`src/rtl/stopwatch_counter_if.sv`:
```
// Button-pulse inputs and BCD display outputs of the stopwatch counter.
// master: controller/bench side; slave: stopwatch_counter side.
interface stopwatch_counter_if;
   logic       start_stop;
   logic       clear;
   logic       lap;
   logic [3:0] cs_ones;
   logic [3:0] cs_tens;
   logic [3:0] s_ones;
   logic [3:0] s_tens;
   logic [3:0] m_ones;
   logic [3:0] m_tens;
   logic       running;
   logic       overflow;

   modport master (
      output start_stop, clear, lap,
      input  cs_ones, cs_tens, s_ones, s_tens, m_ones, m_tens, running, overflow
   );

   modport slave (
      input  start_stop, clear, lap,
      output cs_ones, cs_tens, s_ones, s_tens, m_ones, m_tens, running, overflow
   );
endinterface

```
`src/rtl/stopwatch_counter.sv`:
```
// Stopwatch timebase: prescaler to TICK_HZ, mm:ss.cc BCD chain, IDLE/RUN/PAUSE control.
// Optional lap freeze of the display when STOPWATCH_LAP_EN is defined.
//
// state | meaning
// IDLE  | count zero, stopped, prescaler held at 0
// RUN   | prescaler counting, digits advance on each tick
// PAUSE | prescaler and digits hold, resume continues the partial period
module stopwatch_counter #(
   parameter int CLK_FREQ_HZ = 50_000_000,
   parameter int TICK_HZ     = 100
) (
   input logic                clk,
   input logic                rst_n,
   stopwatch_counter_if.slave sw
);
   localparam int DIV = CLK_FREQ_HZ / TICK_HZ;
   localparam int PW  = $clog2(DIV);
   localparam logic [PW-1:0] PRESC_MAX = PW'(DIV - 1);

   typedef enum logic [1:0] {
      IDLE  = 2'd0,
      RUN   = 2'd1,
      PAUSE = 2'd2
   } state_t;

   state_t        state_q, state_d;
   logic [PW-1:0] presc_q, presc_d;
   logic [3:0]    cs_ones_q, cs_tens_q, s_ones_q, s_tens_q, m_ones_q, m_tens_q;
   logic [3:0]    cs_ones_d, cs_tens_d, s_ones_d, s_tens_d, m_ones_d, m_tens_d;
   logic          overflow_q, overflow_d;
   logic          tick;
   logic          c0, c1, c2, c3, c4, c5;
   logic [23:0]   live;
   logic [23:0]   disp;

   function automatic logic [3:0] step(input logic [3:0] d, input logic wrap);
      return wrap ? 4'd0 : d + 4'd1;
   endfunction

   always_comb begin
      state_d = state_q;
      if (sw.clear) begin
         state_d = IDLE;
      end else if (sw.start_stop) begin
         case (state_q)
            IDLE:    state_d = RUN;
            RUN:     state_d = PAUSE;
            PAUSE:   state_d = RUN;
            default: state_d = IDLE;
         endcase
      end
   end

   assign tick = (state_q == RUN) && (presc_q == PRESC_MAX);

   always_comb begin
      presc_d = presc_q;
      if (sw.clear || (state_q == IDLE)) begin
         presc_d = '0;
      end else if (state_q == RUN) begin
         presc_d = tick ? '0 : presc_q + PW'(1);
      end
   end

   // Carry terms ripple through all six digits in a single cycle.
   assign c0 = (cs_ones_q >= 4'd9);
   assign c1 = c0 && (cs_tens_q >= 4'd9);
   assign c2 = c1 && (s_ones_q >= 4'd9);
   assign c3 = c2 && (s_tens_q >= 4'd5);
   assign c4 = c3 && (m_ones_q >= 4'd9);
   assign c5 = c4 && (m_tens_q >= 4'd5);

   always_comb begin
      cs_ones_d  = cs_ones_q;
      cs_tens_d  = cs_tens_q;
      s_ones_d   = s_ones_q;
      s_tens_d   = s_tens_q;
      m_ones_d   = m_ones_q;
      m_tens_d   = m_tens_q;
      overflow_d = 1'b0;
      if (sw.clear) begin
         cs_ones_d = '0;
         cs_tens_d = '0;
         s_ones_d  = '0;
         s_tens_d  = '0;
         m_ones_d  = '0;
         m_tens_d  = '0;
      end else if (tick) begin
         cs_ones_d  = step(cs_ones_q, c0);
         cs_tens_d  = c0 ? step(cs_tens_q, c1) : cs_tens_q;
         s_ones_d   = c1 ? step(s_ones_q, c2)  : s_ones_q;
         s_tens_d   = c2 ? step(s_tens_q, c3)  : s_tens_q;
         m_ones_d   = c3 ? step(m_ones_q, c4)  : m_ones_q;
         m_tens_d   = c4 ? step(m_tens_q, c5)  : m_tens_q;
         overflow_d = c5;
      end
   end

   always_ff @(posedge clk or negedge rst_n) begin
      if (!rst_n) begin
         state_q    <= IDLE;
         presc_q    <= '0;
         cs_ones_q  <= '0;
         cs_tens_q  <= '0;
         s_ones_q   <= '0;
         s_tens_q   <= '0;
         m_ones_q   <= '0;
         m_tens_q   <= '0;
         overflow_q <= 1'b0;
      end else begin
         state_q    <= state_d;
         presc_q    <= presc_d;
         cs_ones_q  <= cs_ones_d;
         cs_tens_q  <= cs_tens_d;
         s_ones_q   <= s_ones_d;
         s_tens_q   <= s_tens_d;
         m_ones_q   <= m_ones_d;
         m_tens_q   <= m_tens_d;
         overflow_q <= overflow_d;
      end
   end

   assign live = {m_tens_q, m_ones_q, s_tens_q, s_ones_q, cs_tens_q, cs_ones_q};

`ifdef STOPWATCH_LAP_EN
   logic        frozen_q, frozen_d;
   logic [23:0] snap_q, snap_d;

   always_comb begin
      frozen_d = frozen_q;
      snap_d   = snap_q;
      if (sw.clear) begin
         frozen_d = 1'b0;
      end else if (sw.lap && (state_q != IDLE)) begin
         frozen_d = !frozen_q;
         if (!frozen_q) snap_d = live;
      end
   end

   always_ff @(posedge clk or negedge rst_n) begin
      if (!rst_n) begin
         frozen_q <= 1'b0;
         snap_q   <= '0;
      end else begin
         frozen_q <= frozen_d;
         snap_q   <= snap_d;
      end
   end

   assign disp = frozen_q ? snap_q : live;
`else
   logic lap_unused;
   assign lap_unused = sw.lap;
   assign disp       = live;
`endif

   assign sw.m_tens   = disp[23:20];
   assign sw.m_ones   = disp[19:16];
   assign sw.s_tens   = disp[15:12];
   assign sw.s_ones   = disp[11:8];
   assign sw.cs_tens  = disp[7:4];
   assign sw.cs_ones  = disp[3:0];
   assign sw.running  = (state_q == RUN);
   assign sw.overflow = overflow_q;
endmodule

```
`src/flat_wrapper.sv`:
```
// flat-port wrapper written by rule: the top's interface ports become plain ports
module stopwatch_counter_flat 
#(
   parameter int CLK_FREQ_HZ = 50_000_000,
   parameter int TICK_HZ     = 100
)
  (clk, rst_n, sw_start_stop, sw_clear, sw_lap, sw_cs_ones, sw_cs_tens, sw_s_ones, sw_s_tens, sw_m_ones, sw_m_tens, sw_running, sw_overflow);
  stopwatch_counter_if sw_i ();
  input logic clk;
  input logic rst_n;
  input wire logic [$bits(sw_i.start_stop)-1:0] sw_start_stop;
  input wire logic [$bits(sw_i.clear)-1:0] sw_clear;
  input wire logic [$bits(sw_i.lap)-1:0] sw_lap;
  output wire logic [$bits(sw_i.cs_ones)-1:0] sw_cs_ones;
  output wire logic [$bits(sw_i.cs_tens)-1:0] sw_cs_tens;
  output wire logic [$bits(sw_i.s_ones)-1:0] sw_s_ones;
  output wire logic [$bits(sw_i.s_tens)-1:0] sw_s_tens;
  output wire logic [$bits(sw_i.m_ones)-1:0] sw_m_ones;
  output wire logic [$bits(sw_i.m_tens)-1:0] sw_m_tens;
  output wire logic [$bits(sw_i.running)-1:0] sw_running;
  output wire logic [$bits(sw_i.overflow)-1:0] sw_overflow;
  assign sw_i.start_stop = sw_start_stop;
  assign sw_i.clear = sw_clear;
  assign sw_i.lap = sw_lap;
  assign sw_cs_ones = sw_i.cs_ones;
  assign sw_cs_tens = sw_i.cs_tens;
  assign sw_s_ones = sw_i.s_ones;
  assign sw_s_tens = sw_i.s_tens;
  assign sw_m_ones = sw_i.m_ones;
  assign sw_m_tens = sw_i.m_tens;
  assign sw_running = sw_i.running;
  assign sw_overflow = sw_i.overflow;
  stopwatch_counter #(.CLK_FREQ_HZ(CLK_FREQ_HZ), .TICK_HZ(TICK_HZ)) u_core (.clk(clk), .rst_n(rst_n), .sw(sw_i));
endmodule
```
`config.mk`:
```
export PLATFORM = sky130hd
export DESIGN_NAME = stopwatch_counter_flat
export DESIGN_NICKNAME = d
export VERILOG_FILES = /design/src/rtl/stopwatch_counter_if.sv /design/src/rtl/stopwatch_counter.sv /design/src/flat_wrapper.sv
export SDC_FILE = /design/constraint.sdc
export NUM_CORES = 1
export LEC_CHECK = 0
export CORE_UTILIZATION = 45
export CTS_CLUSTER_DIAMETER = 150
export DETAILED_ROUTE_END_ITERATION = 8
export PLACE_DENSITY_LB_ADDON = 0.25
export SLEW_MARGIN = 40
export SYNTH_ARGS = -nofsm -noshare
export SYNTH_HDL_FRONTEND = slang
export SYNTH_SLANG_ARGS = --single-unit
export TNS_END_PERCENT = 10
```
`constraint.sdc`:
```
create_clock -name clk -period 6.8 [get_ports clk]
set_clock_uncertainty 0.2 [all_clocks]
set_input_delay 1.02 -clock clk [delete_from_list [all_inputs] [get_ports clk]]
set_output_delay 1.02 -clock clk [all_outputs]
set_load 0.02 [all_outputs]
```
# Word level (Yosys, flattened, before mapping)
# Cells that the tools add are included.
[totals] ff_bits=46 latch_bits=0 mem_bits_rw=0 rom_bits=0 output_inout_bits=26 wordCells=78 mem_count=0
[op_classes] n_addsub=7 mul=0 div_mod_pow=0 n_lt_le_gt_ge=6 n_eq_ne=3 n_shift=0 muxes=31 bitwise_logic=0 reduce_logical=22
[op_table] op="2-to-1 mux 4 bit" n=23
[op_table] op="2-to-1 mux 19 bit" n=3
[op_table] op="adder 4 x 1 -> 4 bit, second input constant" n=6
[op_table] op="adder 19 x 1 -> 19 bit, second input constant" n=1
[op_table] op="== test 19 bit, second input constant" n=1
[op_table] op=">= comparator 4 bit, second input constant" n=4
[op_table] op="nonzero test 2 bit" n=8
[op_table] op="AND reduction 2 bit" n=5
[op_table] op=">= comparator 4 x 3 -> 1 bit, second input constant" n=2
[op_table] op="logical AND 1 bit" n=6
[op_table] op="2-to-1 mux 2 bit" n=2
[op_table] op="one-hot mux 2 bit (2 select lines)" n=1
[op_table] op="== test 2 x 1 -> 1 bit, second input constant" n=1
[op_table] op="== test 2 bit, second input constant" n=1
[op_table] op="logical NOT 2 bit" n=1
[op_table] op="2-to-1 mux 1 bit" n=2
[op_table] op="OR reduction 2 bit" n=1
[op_table] op="logical OR 1 bit" n=1

# Depth between registers and ports, before layout
# Gate-level depths: netlist (run 1).
[depth] depth_word=10 ltp_mapped=8 depth_no_buf=7

# Least setup slack after synthesis (run 1)
# No wires, ideal clock.
[synth_timing] path_type="input port to flip-flop" start="input sw_clear" end="register u_core.presc_q[11]" setup_time_ns=0.082 arrival_ns=2.257 slack_ns=4.261 cell_stages=7 path_buffers=2 cell_sequence="buf_2 clkinv_1 and2_1 a21boi_1 clkbuf_1 nand2_1 a31oi_1"
[synth_via] elab_chain_len=2 elab_cells_between_ends=3 cone_classes="1 x mux; 2 x reduce/logical"
[synth_rtl] element="from (decl)" line="flat_wrapper.sv:12" text="input wire logic [$bits(sw_i.clear)-1:0] sw_clear;"
[synth_rtl] element="logical OR 1 bit *" line="stopwatch_counter.sv:58" text="if (sw.clear || (state_q == IDLE)) begin"
[synth_rtl] element="2-to-1 mux 19 bit / nonzero test 2 bit (equally long branches)"
[synth_rtl] element="to (signal assigned)" line="stopwatch_counter.sv:112" text="presc_q <= presc_d;"
[synth_rtl] element="to (decl)" line="stopwatch_counter.sv:27" text="logic [PW-1:0] presc_q, presc_d;"
# Every way passes the cells marked *; elsewhere a longest branch is shown, timed or not.
# A chain may end at the register's enable or synchronous reset.

# Worst setup path after layout (run 1)
[layout_timing] start="input sw_clear" end="register u_core.presc_q[10]"
# The elaborated chain is that of the path after synthesis.

==> out/metrics.yaml, run 1 <==
run_status:
  status: "finished, final reports clean"
timing:
  fin_crit_sh: 0.4619
  worstMarginPinSlew_ns: 0.6171
  rsz0062_at_grt: "false"
  relSlewSlack: 0.5878
  hold_viol_final: 0
  fin_setup_tns_ns: 0
  final-setup-viol-count: 0
  max_freq_mhz: 318.4
  slew_violations: 0
  min_period_ns: 3.141
critical_path:
  arrival_ns: 3.14
  reg2regPathDepth: 7
  start_kind: "input port"
  cp_max_fo: 27
  endpoint_kind: "flip-flop"
  critPathRequiredTime_ns: 6.80
  path_class: "in -> reg"
yosys:
  synth.avg_cell_area_um2: 9.192
  synth_ff_type: "dfrtp_1"
  synth_largest_area_cell: "dfrtp_1"
  synth_edf_count: 0
  syn_inst: 300
  yosys-top-cells-area: "dfrtp_1, ha_1, a21oi_1"
  syn_nets: 324
  yosysWarnings: 0
  synth_top_cells_by_count: "dfrtp_1, nand2_1, a21oi_1, o21ai_0"
  synth-seq-cells: 46
  yosysTopAreaCellShare: 0.4174
  synthDistinctLibCells: 52
  yosysSeqAreaShare: 0.4174
  synth_area_um2: 2758
  synth.most_common_cell: "dfrtp_1"
  async_flop_share: 1.000
die:
  io_pins: 31
  fp.coreArea_um2: 5921
  initial_core_util: 0.4658
  die_area_um2: 6445
  die_w_um: 80.28
  std_cell_rows: 28
  die-height_um: 80.28
power_and_ir_drop:
  p_clk_frac: 0.365
  switching_share: 0.2603
  peakVddDrop_mv: 0.09812
  netSwitchingPower_mw: 0.1461
  internal_power_mw: 0.4152
  power_density_nw_per_um2: 174.4
  p_leak_nw: 1.350
  pwr-share-comb: 0.118
  pwr-share-seq: 0.517
place:
  gp_congestion: 0.8144
  place_hpwl_um: 4227
  numPortBuffers: 29
layout:
  multi_input_area_um2: 1498
  fin_nets: 353
  ff_latch_area_um2: 1151
  syn_to_final_growth_pct: 16.70
  fin_util: 0.5435
  num_antenna_cells: 0
  nFillCells: 551
  drive_above_1_share: 0.05758
hold_path:
  whs_path_depth: 1
  min_path_type: "reg -> reg"
route:
  drt_pre_antenna_iters: 6
  avgViaCountPerCell: 5.869
  ant_nets: 0
  drt_wl_total_um: 6179
  num_vias: 2377
  wl_per_cell_um: 15.26
  drtIter0Drc: 115
  drc_errors: 0
cts:
  cts.clk_slew.worst_paths_ns: 0.09
  worstSkewPairLatency_ns: 0.30
  clockBufferDepth: 2
  cts.sinks: 46
  cts_hold_buffers: 0
  cts_tree: "built"
  cts_root_buf: "clkbuf_8"
  htreeDepth: 2
  cts_resized: 0
  numCtsBuffers: 5
  cts_setup_buffers: 0
global_route:
  gr-total-overflow: 0
  antenna_found_initial: 0
  grt_max_degree: 47
  grt_usage: 0.2043
  grt_pass1_wl_um: 10210
  grt_pass1_vias: 2174
job:
  max_cap_violations: 0
[cell usage in the layout, fill, tap and decap left out, drive strengths merged, types with 2 or more instances in the layout]
cell and count:
nor4b 2, clkbuf 5, clkinv 3, buf 3, dfrtp 46, mux2i 4
and4b 2, clkdlybuf4s50 28, nor2 14, or3b 3, and3 3, nand2b 8
a22o 2, nor2b 3, nor4 6, and2 2, o31a 2, a41oi 5
nand4 12, inv 16, nor3 8, and4 3, ha 19, a21boi 2
nand3 19, o21ai 21, o211ai 2, a21oi 23, nand2 28, o31ai 2
a31oi 12, or3 6, a21o 4, a22oi 2
[final cells by class]
cell class / count / share of cell area
Sequential cell: 46 / 0.3577
Timing Repair Buffer: 31 / 0.09409
Tap cell: 75 / 0.02916
Inverter: 17 / 0.01983
Clock buffer: 5 / 0.02138
Clock inverter: 3 / 0.01244
Multi-Input combinational cell: 228 / 0.4654
[power groups by stage]
stage	Clock, mW	Sequential (mW)	Combinational [mW]
after floorplan	0	0.300	0.0315
after global placement	0	0.295	0.0654
after detailed placement	0	0.296	0.0671
after CTS	0.209	0.290	0.0674
after global routing	0.220	0.292	0.0750
final	0.205	0.290	0.0664
[metrics by stage]
stage               power, mW  hold slack [ns]  cells  setup WS [ns]  instance area [um^2]
finish                 0.5613           0.3408    405          3.659                  3218
global route           0.5871           0.3648    405          3.465                  3218
CTS                    0.5664           0.3431    405          3.702                  3218
detailed placement     0.3627           0.3266    397          3.411                  3109
global placement       0.3601           0.3179    397          3.423                  3107
floorplan              0.3320           0.2854    300          4.261                  2758
[layer usage]
metal  part of all wire  vias up  wire length, um  track usage
li1                   -     1167                -            -
met1               0.49     1164             3028       0.2781
met2               0.48       41             2946       0.3350
met3              0.024        5              150      0.03409
met4             0.0087        0               54      0.05357
met5                  0        -                0            0
[registers in the layout (all words and copies together) (netlist names)]
register,flops
u_core.presc_q,19
u_core.state_q,2
u_core.sw.cs_ones,4
u_core.sw.cs_tens,4
u_core.sw.m_ones,4
u_core.sw.m_tens,4
u_core.sw.overflow,1
u_core.sw.s_ones,4
u_core.sw.s_tens,4
[kinds of logic (layout without fill, tap and decap cells)]
logic type	count (synthesis)	in the layout	synth area share
buf+inv	26	56	0.03947
fa+ha+maj	19	19	0.08621
xor+xnor	1	1	0.003177
flops	46	46	0.4174
mux	4	4	0.01452
simple gates	124	124	0.2614
compound gates	80	80	0.1779
[worst paths after layout]
path	startpoint	to	slack, ns
min reg2reg	u_core.presc_q[16]	u_core.presc_q[16]	0.34
max in group asynchronous	rst_n	u_core.presc_q[17]	5.46
min in group asynchronous	rst_n	u_core.sw.cs_ones[0]	0.52
max	sw_clear	u_core.presc_q[10]	3.66
max reg2reg	u_core.sw.cs_ones[1]	u_core.sw.s_tens[3]	4.21
min	u_core.presc_q[16]	u_core.presc_q[16]	0.34
[critical path, stage by stage]
cell	delay [ns]
clkdlybuf4s50_1	0.46
buf_4	0.29
clkinv_1	0.34
and2_1	0.28
o21ai_1	0.34
o21ai_0	0.19
a22o_1	0.21
Power figures use the tool's default switching activity.
==> inputs of run 2 (changes only) <==
==> constraint.sdc (replaced) <==
create_clock -name clk -period 3.26 [get_ports clk]
set_clock_uncertainty 0.2 [all_clocks]
set_input_delay 0.489 -clock clk [delete_from_list [all_inputs] [get_ports clk]]
set_output_delay 0.489 -clock clk [all_outputs]
set_load 0.02 [all_outputs]
==> out/metrics.yaml, run 2 (synthesis results as in run 1) <==
run_status:
  status: "finished with violations"
  failed_checks: "hold timing"
route:
  num_vias: 2428
  avgViaCountPerCell: 5.995
  wl_per_cell_um: 15.15
  drt_wl_total_um: 6137
  drt_pre_antenna_iters: 6
  ant_nets: 0
  drtIter0Drc: 108
  drc_errors: 0
power_and_ir_drop:
  internal_power_mw: 0.8654
  p_leak_nw: 1.350
  power_density_nw_per_um2: 364.0
  pwr-share-seq: 0.517
  peakVddDrop_mv: 0.2376
  p_clk_frac: 0.366
  switching_share: 0.2611
  pwr-share-comb: 0.116
  netSwitchingPower_mw: 0.3058
cts:
  cts.clk_slew.worst_paths_ns: 0.09
  cts.sinks: 46
  cts_tree: "built"
  cts_resized: 0
  clockBufferDepth: 2
  cts_setup_buffers: 0
  numCtsBuffers: 5
  worstSkewPairLatency_ns: 0.30
  cts_hold_buffers: 0
  htreeDepth: 2
  cts_root_buf: "clkbuf_8"
place:
  post_dp_cell_area_um2: 3109
  gp_congestion: 0.7843
  place_hpwl_um: 4224
  numPortBuffers: 29
  numPlacedInstances: 397
layout:
  fin_nets: 353
  mostFrequentLayoutCell: "dfrtp_1"
  num_antenna_cells: 0
  syn_to_final_growth_pct: 16.70
  final_cell_mix: "dfrtp_1, nand2_1, clkdlybuf4s50_1, a21oi_1, o21ai_0"
  design_area_um2: 3218
  drive_above_1_share: 0.05758
  largest-register: "u_core.presc_q"
  fin_util: 0.5435
  largest_register_ff_count: 19
  layoutNonFillerInstCount: 405
timing:
  hold_viol_final: 30
  relSlewSlack: 0.5374
  worstMarginPinSlew_ns: 0.6925
  max_freq_mhz: 394.0
  rsz0062_at_grt: "false"
  slew_violations: 0
  min_period_ns: 2.538
  final-setup-viol-count: 0
  hold_ws_ns: -0.006805
  fin_setup_tns_ns: 0
  fin_crit_sh: 0.7785
critical_path:
  path_class: "reg -> reg"
  slowest_delay_ns: 0.52
  cpMaxStageDelayCell: "or3b_2"
  arrival_ns: 2.51
  critPathRequiredTime_ns: 3.24
  cp_max_fo: 10
  cp_cell_sequence: "inv_1 > ha_1 > or3b_2 > and4_1 > and4_1 > a41oi_1 > a211oi_1"
  cp_common_cell: "and4_1"
  endpoint_kind: "flip-flop"
  start_kind: "flip-flop"
die:
  io_pins: 31
  die-height_um: 80.28
  fp.coreArea_um2: 5921
  die_area_um2: 6445
  std_cell_rows: 28
  die_w_um: 80.28
  initial_core_util: 0.4658
global_route:
  grt_usage: 0.2122
  antenna_found_initial: 0
  gr-total-overflow: 0
  grt_pass1_wl_um: 10540
  grt_max_degree: 47
  grt_pass1_vias: 2218
hold_path:
  min_path_type: "in -> async"
job:
  max_cap_violations: 0
-- run 2: layer usage --
layer	track usage	wire [um]	up-vias
met5	0	0	-
met3	0.03523	223	9
met1	0.2797	2900	1195
met4	0.06607	76	0
li1	-	-	1174
met2	0.3547	2937	50
-- run 2: through the flow --
stage               hold WS [ns]  setup WS [ns]  power, mW
global placement          0.3154         0.7226     0.7516
finish                 -0.006805         0.7221      1.171
floorplan              -0.006591         0.8106     0.6925
global route             0.03457         0.5905      1.222
detailed placement        0.3224         0.6845     0.7565
CTS                     0.006597         0.7415      1.185
-- run 2: worst paths after layout --
check                                     start                   end  slack, ns  cells after the start
min in group clk             u_core.presc_q[14]    u_core.presc_q[14]       0.34                      1
max in group asynchronous                 rst_n   u_core.sw.s_tens[1]       2.47                      1
max                        u_core.sw.cs_ones[1]   u_core.sw.s_tens[3]       0.72                      7
min                                       rst_n  u_core.sw.cs_tens[3]     -0.007                      1
max reg2reg                u_core.sw.cs_ones[1]   u_core.sw.s_tens[3]       0.72                      7
min reg2reg                  u_core.presc_q[14]    u_core.presc_q[14]       0.34                      1
-- run 2: layout make-up --
type / instances / area (um^2)
flip-flops and latches: 46 / 1151
clock inverters: 3 / 40.04
repair buffers: 31 / 302.8
fillers: 546 / 2703
multi-input cells: 228 / 1498
clock buffers: 5 / 68.82
well taps: 75 / 93.84
inverters: 17 / 63.81
-- run 2: critical path: cells and delay by family (launching register included) --
family                   cells  cell delay (ns)
AND/OR/NAND/NOR              3             1.18
adder cells (fa/ha/maj)      1             0.18
AO/OA/AOI/OAI                2             0.32
flip-flops                   1             0.44
buffers and inverters        1             0.09
-- run 2: power by group through the flow --
stage	Clock (mW)	Combinational (mW)	Sequential (mW)
floorplan	0	0.0658	0.627
global placement	0	0.135	0.616
detailed placement	0	0.138	0.618
CTS	0.440	0.138	0.607
global route	0.459	0.154	0.609
finish	0.429	0.136	0.606
